===== src/rtl/uart_cmd_responder.sv =====
// uart_cmd_responder
//   Queues command bytes from the UART receiver and expands each one into a
//   fixed response string for the UART transmitter: '1' -> "CCNU",
//   '2' -> "PLAC", anything else -> NAK_CHAR (or nothing when NAK_EN=0).
//   Bytes are handed over one at a time with a tx_start/tx_busy handshake.
//
// Ports
//   clk, rst        clock, asynchronous active-high reset
//   rx_data/rx_valid  received byte and its one-cycle strobe
//   tx_busy         transmitter busy
//   tx_data/tx_start  byte to send and its one-cycle request pulse
//   busy            FSM active or commands pending
//   ovf_err         sticky: command dropped, queue full
//   to_err          sticky: transmitter did not acknowledge tx_start
//   err_clr         synchronous clear of both sticky errors
module uart_cmd_responder #(
  parameter int unsigned FIFO_DEPTH  = 4,
  parameter bit          NAK_EN      = 1'b1,
  parameter logic [7:0]  NAK_CHAR    = 8'h3F,
  parameter int unsigned GAP_CYCLES  = 2,
  parameter int unsigned ACK_TIMEOUT = 16
) (
  input  logic       clk,
  input  logic       rst,
  input  logic [7:0] rx_data,
  input  logic       rx_valid,
  input  logic       tx_busy,
  output logic [7:0] tx_data,
  output logic       tx_start,
  output logic       busy,
  output logic       ovf_err,
  output logic       to_err,
  input  logic       err_clr
);

  localparam int unsigned AW   = (FIFO_DEPTH > 1) ? $clog2(FIFO_DEPTH) : 1;
  localparam int unsigned CW   = $clog2(FIFO_DEPTH + 1);
  localparam int unsigned TMAX = (ACK_TIMEOUT > GAP_CYCLES) ? ACK_TIMEOUT : GAP_CYCLES;
  localparam int unsigned TW   = $clog2(TMAX + 1);

  // cnt is 0 in the first WAIT_HI cycle (tx_start + 1), so the last allowed
  // cycle is tx_start + ACK_TIMEOUT - 1 and to_err registers exactly at
  // tx_start + ACK_TIMEOUT.
  localparam logic [TW-1:0] TO_LAST  = TW'(ACK_TIMEOUT - 2);
  localparam logic [TW-1:0] GAP_LAST = TW'(GAP_CYCLES);

  typedef enum logic [2:0] {IDLE, LOAD, SEND, WAIT_HI, WAIT_LO, GAP} state_t;
  typedef enum logic [1:0] {SEL_CCNU, SEL_PLAC, SEL_NAK} sel_t;

  // ---------------- command queue ----------------
  logic [7:0]    mem [FIFO_DEPTH];
  logic [AW-1:0] wr_ptr, rd_ptr;
  logic [CW-1:0] count;
  logic          full, empty, push, pop;
  logic [7:0]    head;

  state_t        state, state_d;
  sel_t          sel, sel_d;
  logic [2:0]    idx, idx_d, len;
  logic [TW-1:0] cnt, cnt_d;
  logic          to_set;

  assign full  = (count == CW'(FIFO_DEPTH));
  assign empty = (count == '0);
  assign pop   = (state == LOAD);
  assign push  = rx_valid && (!full || pop);
  assign head  = mem[rd_ptr];

  always_ff @(posedge clk) begin
    if (push) mem[wr_ptr] <= rx_data;
  end

  always_ff @(posedge clk or posedge rst) begin
    if (rst) begin
      wr_ptr <= '0;
      rd_ptr <= '0;
      count  <= '0;
    end else begin
      if (push) wr_ptr <= wr_ptr + AW'(1);
      if (pop)  rd_ptr <= rd_ptr + AW'(1);
      case ({push, pop})
        2'b10:   count <= count + CW'(1);
        2'b01:   count <= count - CW'(1);
        default: count <= count;
      endcase
    end
  end

  // ---------------- response strings ----------------
  function automatic logic [7:0] char_at(input sel_t s, input logic [1:0] i);
    logic [7:0] c;
    c = NAK_CHAR;
    case (s)
      SEL_CCNU: case (i) 2'd0: c = 8'h43; 2'd1: c = 8'h43; 2'd2: c = 8'h4E; default: c = 8'h55; endcase
      SEL_PLAC: case (i) 2'd0: c = 8'h50; 2'd1: c = 8'h4C; 2'd2: c = 8'h41; default: c = 8'h43; endcase
      default:  c = NAK_CHAR;
    endcase
    return c;
  endfunction

  assign len = (sel == SEL_NAK) ? 3'd1 : 3'd4;

  // ---------------- FSM ----------------
  always_comb begin
    state_d = state;
    sel_d   = sel;
    idx_d   = idx;
    cnt_d   = cnt;
    to_set  = 1'b0;
    case (state)
      IDLE: if (!empty && !tx_busy) state_d = LOAD;
      LOAD: begin
        idx_d = '0;
        if (head == 8'h31) begin
          sel_d   = SEL_CCNU;
          state_d = SEND;
        end else if (head == 8'h32) begin
          sel_d   = SEL_PLAC;
          state_d = SEND;
        end else if (NAK_EN) begin
          sel_d   = SEL_NAK;
          state_d = SEND;
        end else begin
          state_d = IDLE;
        end
      end
      SEND: begin
        cnt_d   = '0;
        state_d = WAIT_HI;
      end
      WAIT_HI: begin
        if (tx_busy) begin
          state_d = WAIT_LO;
        end else if (cnt == TO_LAST) begin
          to_set  = 1'b1;
          state_d = IDLE;
        end else begin
          cnt_d = cnt + TW'(1);
        end
      end
      WAIT_LO: begin
        if (!tx_busy) begin
          idx_d   = idx + 3'd1;
          cnt_d   = '0;
          state_d = GAP;
        end
      end
      GAP: begin
        if (cnt == GAP_LAST) begin
          if (idx == len)    state_d = IDLE;
          else if (!tx_busy) state_d = SEND;
        end else begin
          cnt_d = cnt + TW'(1);
        end
      end
      default: state_d = IDLE;
    endcase
  end

  // tx_start/tx_data are loaded on entry to SEND so the registered pulse and
  // byte coincide with the single SEND cycle.
  always_ff @(posedge clk or posedge rst) begin
    if (rst) begin
      state    <= IDLE;
      sel      <= SEL_CCNU;
      idx      <= '0;
      cnt      <= '0;
      tx_start <= 1'b0;
      tx_data  <= '0;
    end else begin
      state    <= state_d;
      sel      <= sel_d;
      idx      <= idx_d;
      cnt      <= cnt_d;
      tx_start <= (state_d == SEND);
      if (state_d == SEND) tx_data <= char_at(sel_d, idx_d[1:0]);
    end
  end

  // ---------------- sticky errors (set wins over clear) ----------------
  always_ff @(posedge clk or posedge rst) begin
    if (rst) begin
      ovf_err <= 1'b0;
      to_err  <= 1'b0;
    end else begin
      if (rx_valid && full && !pop) ovf_err <= 1'b1;
      else if (err_clr)             ovf_err <= 1'b0;
      if (to_set)       to_err <= 1'b1;
      else if (err_clr) to_err <= 1'b0;
    end
  end

  assign busy = (state != IDLE) || !empty;

endmodule


===== config.mk =====
export PLATFORM = sky130hd
export DESIGN_NAME = uart_cmd_responder
export DESIGN_NICKNAME = d
export VERILOG_FILES = /design/src/rtl/uart_cmd_responder.sv
export SDC_FILE = /design/constraint.sdc
export NUM_CORES = 1
export LEC_CHECK = 0
export ABC_AREA = 0
export CORE_UTILIZATION = 51
export DETAILED_ROUTE_END_ITERATION = 8
export GPL_TIMING_DRIVEN = 0
export PLACE_DENSITY = 0.75
export RECOVER_POWER = 25
export SLEW_MARGIN = 20
export SYNTH_ARGS = -nofsm -noshare
export SYNTH_HDL_FRONTEND = slang
export SYNTH_SLANG_ARGS = --single-unit

===== constraint.sdc =====
create_clock -name clk -period 2.3 [get_ports clk]
set_clock_uncertainty 0.1 [all_clocks]
set_input_delay 0.46 -clock clk [delete_from_list [all_inputs] [get_ports clk]]
set_output_delay 0.46 -clock clk [all_outputs]
set_load 0.1 [all_outputs]

== After elaboration in Yosys (flattened, before gate mapping) ==
Memory sizes are Yosys's and may differ from the RTL's.
Index checks and enable logic that the tools add are counted.
Storage, ports and cells
  register bits: 31
  bits in latches: 0
  bits in writable memories: 32
  bits in read-only memories: 0
  output and inout port bits: 12
  word-level logic and storage cells: 95
  memories kept: 1
Cells by class
  add/subtract/negate cells: 6
  multiply operators: 0
  div/mod/pow operators: 0
  order comparisons: 0
  equality and inequality tests: 22
  shift-type cells: 0
  multiplexer cells: 31
  bitwise gates (word level): 0
  reduce and logical (&&, ||, !) cells: 23
Memory list
  mem: words 4, bits a word 8, read ports 1, clocked after memory_dff 0, wr ports 1, line 51  | logic [7:0] mem [FIFO_DEPTH];
Operator list (count)
  3-bit 2-to-1 mux: 9
  5-bit 2-to-1 mux: 4
  5-bit case mux with 4 select lines: 1
  3-bit case mux with 6 select lines: 1
  8-bit by 6-bit equality test with 1-bit output, second input constant: 2
  8-bit case mux with 2 select lines: 1
  5-bit case mux with 3 select lines: 1
  3-bit case mux with 2 select lines: 2
  5-bit case mux with 2 select lines: 1
  3-bit by 2-bit equality test with 1-bit output, second input constant: 3
  3-bit equality test, second input constant: 3
  1-bit 2-to-1 mux: 8
  2-bit inequality test, second input constant: 4
  2-bit nonzero test: 4
  3-bit by 1-bit adder with 3-bit output, second input constant: 2
  2-bit by 1-bit equality test with 1-bit output, second input constant: 3
  2-bit equality test, second input constant: 3
  3-bit logical NOT: 2
  2-bit 2-to-1 mux: 3
  5-bit by 1-bit adder with 5-bit output, second input constant: 1
  5-bit by 2-bit equality test with 1-bit output, second input constant: 1
  5-bit by 4-bit equality test with 1-bit output, second input constant: 1
  5-bit AND reduction: 1
  2-bit by 1-bit adder with 2-bit output, second input constant: 2
  11 further kinds: 19

== Logic depth before layout (Yosys ltp) ==
  depth in word-level cells: 7
  depth in mapped cells: 11
  depth with buffers taken out: 11

== Worst setup path after synthesis ==
Ideal clock, no wire load.
  path kind: reg2reg
  from: reg state[0]
  to: reg count[2]
  data arrival time: 2.081 ns
  path slack: 0.039 ns
  cell stages (with the launch flop): 12
  path buffers: 0
  clock period less this slack: 2.261 ns
  cells stage by stage: dfrtp_1 > and2b_4 > nand2b_4 > nand4_1 > and2_1 > inv_1 > ha_1 > inv_1 > fa_1 > xor2_1 > nor2_1 > xor2_1
Between the ends
  cells in the longest elaborated chain, start to end: 5
  elaborated cells between the ends (all ways): 7
  those cells by class: eq/ne: 3; mux: 1; reduce/logical: 3
Ends and longest elaborated chain
  start: declaration: line 57  | state_t state, state_d;
  start signal: assignment: line 171  | state <= state_d;
  3-bit by 1-bit equality test with 1-bit output *: line 65  | assign pop = (state == LOAD);
  1-bit logical OR: line 66  | assign push = rx_valid && (!full || pop);
  1-bit logical AND: line 66
  2-bit by 1-bit equality test with 1-bit output / 2-bit equality test (equally long branches): line 81  | case ({push, pop})
  3-bit case mux with 2 select lines / 2-bit nonzero test (equally long branches)
  end signal: assignment: line 82  | 2'b10: count <= count + CW'(1);
  end signal: assignment: line 83  | 2'b01: count <= count - CW'(1);
  end signal: assignment: line 84  | default: count <= count;
  end: declaration: line 53  | logic [CW-1:0] count;
Mark *: on every way between the ends. The rest lies on a longest branch, timed or not.
A chain may end at the register's enable or synchronous reset.

== Worst setup path after layout ==
  from: reg state[2]
  to: reg tx_data[4]
Between the ends
  cells in the longest elaborated chain, start to end: 6
  elaborated cells between the ends (all ways): 26
  those cells by class: eq/ne: 9; mux: 13; reduce/logical: 4
Ends and longest elaborated chain
  3-bit equality test / 3-bit by 1-bit equality test with 1-bit output (equally long branches): line 110  | case (state)
  3-bit case mux with 2 select lines: line 110
  2-bit by 1-bit equality test with 1-bit output / 2-bit logical NOT (equally long branches): line 94, 95
  2-bit OR reduction (no line)
  5-bit case mux with 2 select lines: line 94  | SEL_CCNU: case (i) 2'd0: c = 8'h43; 2'd1: c = 8'h43; 2'd2: c = 8'h4E; default: c = 8'h55; endcase
  8-bit case mux with 2 select lines: line 93  | case (s)
  end signal: assignment: line 176  | if (state_d == SEND) tx_data <= char_at(sel_d, idx_d[1:0]);
  end: declaration: line 28  | output logic [7:0] tx_data,
Several ways; a longest one is shown, not always the timed one.

==> reports/metrics.csv <==
stage,metric,value,unit
outcome,status,finished clean,
grt,largest net degree at the start of global routing,31,
hold_path,Min-Delay Endpoint,tx_data[6],
sta,Final Hold Viols,0,
clock_network,CTS buffer count,9,
sta,Final setup violation count,0,
hold_path,WHS Path Cells,1,
sta,Slew @ Worst Pin,964,ps
clock_network,Clock Tree Buf Depth,2,
floorplan,die height,76.4,um
grt,vias in the first global route,1845,
worst_setup_path,CP max stage delay,390,ps
power_and_ir_drop,Worst VDD drop,0.832,mV
grt,global-route wire length before repair,8.51,mm
sta,Worst slew margin,0.360,
worst_setup_path,reg-to-reg endpoint,tx_data[4],
synth,post-synthesis register bit count,62,
detailed_routing,via count,1889,
place,post-placement cell area,3140,um2
sta,"Slew Viols, Final",0,
finish,final instance area,3460,um2
floorplan,num rows,26,
synth,Post-synth EDFFs,32,
place,Final GP Congestion,0.755,
grt,initial antenna violation count,0,
worst_setup_path,r2r setup slk,40,ps
floorplan,core area,5200,um2
sta,fin crit period,2260,ps
clock_network,clk_lat worst skew,330,ps
sta,period utilisation layout,0.982,
power_and_ir_drop,PD cells,1230,nW/um2
worst_setup_path,critical path required time,2460,ps
finish,"leading cell type in the layout, fill and taps excluded",edfxtp_1,
synth,synthesized area,2830,um2
finish,layout cells sized above 1,0.225,
worst_setup_path,crit-path cells,"and2b_4, nand2b_4, buf_4, clkinv_4, nand2b_4, o32ai_4, a22oi_2, buf_12, or3_1, a31oi_1",
synth,Syn Nets,244,
finish,Area Overhead vs Synth,22.6,%
finish,"commonest cells after routing, fill and taps aside","edfxtp_1, dfrtp_1, nand2_1",
hold_path,Worst Hold Launch,tx_data[6],
place,dpl ws,-237,ps
worst_setup_path,critical path launch point type,register,
detailed_routing,"wirelength, routed",5.25,mm
worst_setup_path,CP dominant cell by count,nand2b_4,
detailed_routing,WL/cell,15.2,um
clock_network,CTS tree,done,
sta,RSZ-0062 raised after global routing,yes,
worst_setup_path,crit path DAT,2420,ps
detailed_routing,number of remaining DRC errors,0,
clock_network,CTS sink count,62,
power_and_ir_drop,leakage,1.41,nW
grt,GRT Util Overall,0.189,
sta,PnR worst setup slack,41.0,ps
synth,top cell type's share of synthesized area,0.340,
synth,Post-Synthesis Cells,222,
finish,Final nets,293,
synth,Synth area leader,edfxtp_1,
place,Detailed Place HPWL,3.40,mm
detailed_routing,ANT nets after route,0,
detailed_routing,drt initial violations,135,
worst_setup_path,Worst setup EP type,register,
floorplan,Starting Density,0.543,
worst_setup_path,worst setup path category,register to register,
sta,maximum clock frequency,0.443,GHz
worst_setup_path,Crit Reg-Reg Startpoint,state[2],
synth,Most used DFF post-synth,edfxtp_1,
synth,synth top area cells,"edfxtp_1, dfrtp_1, ha_1",
floorplan,die area,5840,um2
clock_network,CTS Root Buffer Type,clkbuf_8,
detailed_routing,drt first pass iters,4,
hold_path,Hold/Removal Path Class,register to register,
finish,antenna cell count,0,
grt,aggregate global routing overflow,0,
place,port buffer count,23,
detailed_routing,vias per cell,5.46,
worst_setup_path,largest fanout on the critical path,6,
synth,post-synthesis area per instance,12.7,um2
flow_run,max_cap viols,0,
finish,# fillers,403,
synth,Synthesis Warnings,0,
clock_network,"Clk pin slew, worst setup/hold paths",70,ps
clock_network,# H-tree levels,3,
synth,Netlist cell types,55,
synth,sequential-to-total area share from yosys stat,0.606,
clock_network,CTS hold repair buffers,0,
worst_setup_path,CP max stage cell,dfrtp_1,
worst_setup_path,R2R cell count,10,
synth,fraction of registers with async set or reset after synthesis,0.484,
floorplan,die width,76.4,um
floorplan,IO Pins,25,
-- where the power goes --
group | switching, W | internal [W]
Sequential | 0.000164 | 0.00146
Clock | 0.000394 | 0.000381
Combinational | 0.00115 | 0.000717
-- cell families (layout without fill, tap and decap cells) --
logic type	Yosys count	count (layout)	synth area share
other	1	1	0.00133
AND/OR/NAND/NOR	67	67	0.137
XOR/XNOR	7	7	0.0217
AO/OA/AOI/OAI	48	48	0.124
adder cells (fa/ha/maj)	9	9	0.0425
flip-flops	62	62	0.606
buffers and inverters	21	75	0.0332
multiplexers	7	7	0.0341
-- through the flow --
step / power [W] / instances / util / hold slack (ps) / setup TNS, ps
after global placement: 0.00325 / 315 / 0.604 / 378 / -1500
after global routing: 0.00453 / 346 / 0.666 / 412 / -147
after CTS: 0.00410 / 334 / 0.639 / 394 / -3.24
after detailed placement: 0.00330 / 315 / 0.604 / 383 / -1830
final: 0.00426 / 346 / 0.666 / 390 / 0
after floorplan: 0.00292 / 222 / - / 364 / 0
-- registers in the layout, indices dropped and copies added, names as in the netlist --
signal	flops
cnt	5
count	3
idx	3
mem	32
ovf_err	1
rd_ptr	2
sel	2
state	3
to_err	1
tx_data	7
tx_start	1
wr_ptr	2
-- per-layer routing --
layer / global-route usage / up-vias / share of wire
met5: 0 / - / 0
met4: 0.0654 / 0 / 0.015
met3: 0.0491 / 11 / 0.034
met2: 0.289 / 43 / 0.47
met1: 0.262 / 920 / 0.48
li1: - / 915 / -
-- synthesized netlist by cell type, types with 2 or more instances --
library cell,count
and2_1,2
nor2_1,13
xor2_1,3
a22o_1,2
ha_1,8
o22ai_1,2
nand4_1,3
nand3_1,2
nand2_1,18
mux4_2,2
o21ai_0,13
a21oi_1,7
nand2b_1,2
nand2b_4,2
buf_2,5
xnor2_1,4
mux2i_1,4
a22oi_2,2
inv_1,12
nor2b_1,7
nor4bb_1,5
a31oi_1,6
nor3_1,2
dfrtp_1,30
o21a_1,2
edfxtp_1,32
and3_1,4
-- how the worst max path moves through the flow --
stage / startpoint / end / slack [ps] / depth (start not counted)
after floorplan: state[0] / count[2] / 40 / 11
after detailed placement: count[1] / busy / -240 / 3
after CTS: state[2] / busy / -3 / 4
after global placement: count[1] / busy / -230 / 3
final: state[2] / tx_data[4] / 40 / 10
after global routing: cnt[0] / tx_data[3] / -40 / 9
-- what timing repair did --
item / in CTS / in global routing
pin swaps: 1 / 7
resized for setup: 17 / 13
cloned: 0 / 0
setup buffers: 3 / 12
setup endpoints to repair: 14 / 13
-- worst max-delay path: cells and delay by family, from the launching register on --
kind,cells,cell delay [ps]
simple gates,4,760
compound gates,3,550
flops,1,390
buf+inv,3,380
-- area by class of cell --
| type | count | area, um2 | area share |
|---|---|---|---|
| clock inverter | 5 | 26.3 | 0.00758 |
| tap | 70 | 87.6 | 0.0253 |
| buffer | 6 | 35.0 | 0.0101 |
| clock buffer | 11 | 131 | 0.0379 |
| multi-input combinational | 139 | 1070 | 0.310 |
| sequential | 62 | 1710 | 0.494 |
| inverter | 15 | 61.3 | 0.0177 |
| timing repair buffer | 38 | 338 | 0.0975 |
Note: power is estimated with default switching activity, not from simulation.
==> edit 1, RTL diff (same flow settings) <==
`ACK_TIMEOUT`: 16 -> 32.
--- a/src/rtl/uart_cmd_responder.sv
+++ b/src/rtl/uart_cmd_responder.sv
@@ -18,7 +18,7 @@
   parameter bit          NAK_EN      = 1'b1,
   parameter logic [7:0]  NAK_CHAR    = 8'h3F,
   parameter int unsigned GAP_CYCLES  = 2,
-  parameter int unsigned ACK_TIMEOUT = 16
+  parameter int unsigned ACK_TIMEOUT = 32
 ) (
   input  logic       clk,
   input  logic       rst,
Formal check against the unedited RTL: same outputs for any inputs over 10 cycles, from zero or initial values and one cycle with rst high; that may be too few to reach the edited logic, so the function may still have changed.
==> edit 1 against the unedited design <==
Total power decreased by 2.0%. Setup slack improved by 0.055 ns. Global-route usage decreased by 0.52 points. Routed wire length decreased by 6.8%. Cell area is 0.14% lower. Area after synthesis increased by 3.3%. Utilization decreased by 3.7 points. Sequential cell count grew 1. Critical path type unchanged.
==> edit 1: results (changes against the unedited design) <==
| Metric | Value |
|---|---|
| CP max stage delay | `0.42 ns (+0.03 ns)` |
| Buffer share of cell area | `8.10% (-2.7 points)` |
| Syn Nets | `256 (+4.9%)` |
| DR WL/cell | `14.1 µm (-7.1%)` |
| Multiplexer share of the synthesized area | `3.04% (-0.37 points)` |
| Crit Reg-Reg Endpoint | `tx_data[3]` |
| Signal inverters | `17 (+2)` |
| Xor/xnor cell area share of the yosys netlist | `2.40% (+0.23 points)` |
| Status | `finished clean` |
| Synth top area cells | `edfxtp_1 33%, dfrtp_1 27%, ha_1 3.4%` |
| CP Data Arrival Time | `2.36 ns (-0.06 ns)` |
| Setup bufs post-CTS | `0 (-3)` |
| Worst VDD drop | `0.617 mV (-26%)` |
| Repair and plain buffers | `31 (-30%)` |
| Worst r2r src | `cnt[0]` |
| Filler instances | `451 (+12%)` |
| Layout Utilization | `62.8% (-3.7 points)` |
| Placed standard-cell area | `0.00324 mm² (+3.1%)` |
| Area of the multi-input gates | `0.00111 mm² (+3.6%)` |
| Met1 Usage GRT | `23.9% (-2.3 points)` |
| Slew margin rel. | `22.8% (-13 points)` |
| Layout cells sized above 1 | `15.6% (-6.8 points)` |
| Place WS | `-0.496 ns (-0.259 ns)` |
| R2R Setup Slk | `0.1 ns (+0.05 ns)` |
| Clock Power Share | `20.0% (+1.8 points)` |
| Vias per cell | `5.37 (-1.6%)` |
| CP max FO | `10 (+4)` |
| Clk_buf instances | `10 (-1)` |
| Multi-input combinational area share | `32.2% (+1.2 points)` |
| Largest net degree at the start of global routing | `32 (+3.2%)` |
| Met1 wire length | `2270 µm (-9.8%)` |
| Met2 WL | `2360 µm (-4.8%)` |
| First-pass GRT wire length | `8230 µm (-3.2%)` |
## edit 1: how the worst max path moves through the flow
stage | startpoint | to | slack (ns) | cells past startpoint
floorplan | state[2] | count[2] | 0.13 | 11
global placement | tx_busy | cnt[5] | -0.43 | 7
detailed placement | tx_busy | cnt[5] | -0.50 | 7
CTS | state[2] | busy | -0.09 | 4
global route | cnt[0] | tx_data[3] | -0.04 | 9
finish | cnt[0] | tx_data[3] | 0.1 | 9
## edit 1: metrics by stage
step	setup TNS [ns]	cells	hold WS, ns
2_1_floorplan	0	234	0.341
3_3_place_gp	-6.48	329	0.356
3_5_place_dp	-7.48	329	0.380
4_1_cts	-0.0884	345	0.390
5_1_grt	-0.130	347	0.423
6_report	0	347	0.386
## edit 1: logic make-up after synthesis
logic type	Yosys count
AO/OA/AOI/OAI	47
adder cells (fa/ha/maj)	9
other	1
AND/OR/NAND/NOR	77
flip-flops	63
multiplexers	6
buffers and inverters	23
XOR/XNOR	8
==> edit 2, RTL diff (same settings) <==
Made on the original files. Add an input register stage for `rx_data`, `rx_valid`, `tx_busy` and `err_clr`, without a reset; this delays them by one clock. Comments in the files are not updated.
--- a/src/rtl/uart_cmd_responder.sv
+++ b/src/rtl/uart_cmd_responder.sv
@@ -47,6 +47,18 @@
   typedef enum logic [2:0] {IDLE, LOAD, SEND, WAIT_HI, WAIT_LO, GAP} state_t;
   typedef enum logic [1:0] {SEL_CCNU, SEL_PLAC, SEL_NAK} sel_t;
 
+  logic [7:0] rx_data_q;
+  logic rx_valid_q;
+  logic tx_busy_q;
+  logic err_clr_q;
+
+  always_ff @(posedge clk) begin
+    rx_data_q  <= rx_data;
+    rx_valid_q <= rx_valid;
+    tx_busy_q  <= tx_busy;
+    err_clr_q  <= err_clr;
+  end
+
   // ---------------- command queue ----------------
   logic [7:0]    mem [FIFO_DEPTH];
   logic [AW-1:0] wr_ptr, rd_ptr;
@@ -63,11 +75,11 @@
   assign full  = (count == CW'(FIFO_DEPTH));
   assign empty = (count == '0);
   assign pop   = (state == LOAD);
-  assign push  = rx_valid && (!full || pop);
+  assign push  = rx_valid_q && (!full || pop);
   assign head  = mem[rd_ptr];
 
   always_ff @(posedge clk) begin
-    if (push) mem[wr_ptr] <= rx_data;
+    if (push) mem[wr_ptr] <= rx_data_q;
   end
 
   always_ff @(posedge clk or posedge rst) begin
@@ -108,7 +120,7 @@
     cnt_d   = cnt;
     to_set  = 1'b0;
     case (state)
-      IDLE: if (!empty && !tx_busy) state_d = LOAD;
+      IDLE: if (!empty && !tx_busy_q) state_d = LOAD;
       LOAD: begin
         idx_d = '0;
         if (head == 8'h31) begin
@@ -129,7 +141,7 @@
         state_d = WAIT_HI;
       end
       WAIT_HI: begin
-        if (tx_busy) begin
+        if (tx_busy_q) begin
           state_d = WAIT_LO;
         end else if (cnt == TO_LAST) begin
           to_set  = 1'b1;
@@ -139,7 +151,7 @@
         end
       end
       WAIT_LO: begin
-        if (!tx_busy) begin
+        if (!tx_busy_q) begin
           idx_d   = idx + 3'd1;
           cnt_d   = '0;
           state_d = GAP;
@@ -148,7 +160,7 @@
       GAP: begin
         if (cnt == GAP_LAST) begin
           if (idx == len)    state_d = IDLE;
-          else if (!tx_busy) state_d = SEND;
+          else if (!tx_busy_q) state_d = SEND;
         end else begin
           cnt_d = cnt + TW'(1);
         end
@@ -183,10 +195,10 @@
       ovf_err <= 1'b0;
       to_err  <= 1'b0;
     end else begin
-      if (rx_valid && full && !pop) ovf_err <= 1'b1;
-      else if (err_clr)             ovf_err <= 1'b0;
+      if (rx_valid_q && full && !pop) ovf_err <= 1'b1;
+      else if (err_clr_q)             ovf_err <= 1'b0;
       if (to_set)       to_err <= 1'b1;
-      else if (err_clr) to_err <= 1'b0;
+      else if (err_clr_q) to_err <= 1'b0;
     end
   end
 
Check against the original RTL: not equivalent (a bounded check fails within 4 cycles, from zero or initial values and one cycle with rst high).
==> edit 2 against the unedited design <==
Setup slack better by 0.033 ns. Total power is 7.4% higher. Utilization is 2.7 points lower. Sequential cell count is 11 higher. Via count is 2.3% lower. Die area is 5.2% higher. Area after synthesis is 5.3% higher. Cell area is 2.7% higher. Fmax is 1.5% higher. Routed wire length is 2.4% lower. Worst hold slack better by 0.011 ns. First-iteration DRC count is 47% lower. Critical endpoint is now count[2].
==> edit 2: results (changes against the unedited design) <==
| Metric | Value |
|---|---|
| Status | `finished clean` |
| Non-Filler Instances | `344 (-0.58%)` |
| Synth Area in Adders | `4.04% (-0.21 points)` |
| Starting DRT DRC Count | `72 (-47%)` |
| Met3 WL | `168 µm (-5.1%)` |
| GP Congestion | `0.803 (+6.4%)` |
| CP Data Arrival Time | `2.40 ns (-0.02 ns)` |
| Fmax | `449 MHz (+1.5%)` |
| CP max stage delay | `0.46 ns (+0.07 ns)` |
| Xor/xnor cell area share of the yosys netlist | `2.65% (+0.48 points)` |
| Met2 WL | `2450 µm (-1.3%)` |
| Top Registers | `mem x32, rx_data_q x8, tx_data x7` |
| Placed cells | `325 (+3.2%)` |
| Met1 wire length | `2390 µm (-4.7%)` |
| Placed standard-cell area | `0.00330 mm² (+4.9%)` |
| Filler instances | `442 (+9.7%)` |
| Tightest Pin Transition | `0.965 ns (+0.00138 ns)` |
| R2R Setup Slk | `0.07 ns (+0.03 ns)` |
| Worst path slowest cell | `dfrtp_2` |
| Synth Area in Compound Gates | `10.5% (-1.9 points)` |
| WHS | `0.401 ns (+0.0113 ns)` |
| First-pass GRT wire length | `8870 µm (+4.3%)` |
| Post-synthesis sequential area ratio | `64.9% (+4.3 points)` |
| GR Util All Layers | `19.7% (+0.76 points)` |
| Multiplexer share of the synthesized area | `2.57% (-0.84 points)` |
| Number of global-route vias before repair | `1888 (+2.3%)` |
| Vias per cell | `5.37 (-1.7%)` |
| Post-synth top area share | `32.3% (-1.7 points)` |
| HPWL after DPL | `3580 µm (+5.3%)` |
| Clock Latency Late Sink | `0.35 ns (+0.02 ns)` |
| Layout cells sized above 1 | `18.0% (-4.4 points)` |
| Place WS | `-0.245 ns (-0.00750 ns)` |
| Synth Area per Inst | `12.9 µm² (+1.7%)` |
| Nets@finish | `289 (-1.4%)` |
| Leak pwr | `0.00143 µW (+1.2%)` |
| Synth cell count leaders | `32 x edfxtp_1, 30 x dfrtp_1, 20 x nor2_1` |
| Worst VDD drop | `0.854 mV (+2.6%)` |
| Distinct cells, synth | `56 (+1.8%)` |
| Syn Nets | `252 (+3.3%)` |
## edit 2: cell count changes after synthesis, sizes merged, moves of 3 or more
cell	unedited run	this run
nand2	18	13
nor4bb	5	0
nor2	13	21
dfxtp	0	11
a31oi	6	3
## edit 2: final timing paths
check | cells after the start | endpoint | start
max | 10 | count[2] | state[0]
min | 0 | mem[2][1] | rx_data_q[1]
max reg2reg | 10 | count[2] | state[0]
min reg2reg | 0 | mem[2][1] | rx_data_q[1]
max in group asynchronous | 2 | state[0] | rst
min in group asynchronous | 2 | tx_data[6] | rst
## edit 2: metal layers
layer	up-vias	track usage (%)
met1	909	25.7
met5	-	0
met2	31	30.3
met3	12	5.23
li1	894	-
met4	0	10.0
## edit 2: repair_timing
| action | CTS | global route |
|---|---|---|
| hold endpoints to repair | 0 | 0 |
| buffers inserted | 2 | 1 |
| endpoints found under the setup margin | 16 | 7 |
| pin swaps | 0 | 3 |
| cloned | 0 | 0 |
| resized for setup | 20 | 12 |
| hold buffers | 0 | 0 |
## edit 2: area by class of cell
type	count	area, µm²	area share (%)
timing repair buffer	26	235	6.61
multi-input combinational	135	992	27.9
inverter	16	60.1	1.69
clock inverter	5	42.5	1.20
buffer	6	41.3	1.16
clock buffer	11	163	4.57
tap	72	90.1	2.53
sequential	73	1930	54.4
## edit 2: report_power, final
part	switching [µW]	internal [µW]	leakage [µW]
clock	496	500	0.000102
combinational	1180	565	0.000577
sequential	169	1670	0.000746
total	1840	2740	0.00143
## edit 2: critical path, delay by kind of cell, from the launching register on
| kind | cells | cell delay, ns |
|---|---|---|
| fa+ha+maj | 2 | 0.56 |
| flops | 1 | 0.46 |
| simple gates | 3 | 0.43 |
| xor+xnor | 2 | 0.32 |
| compound gates | 1 | 0.15 |
| buf+inv | 2 | 0.12 |
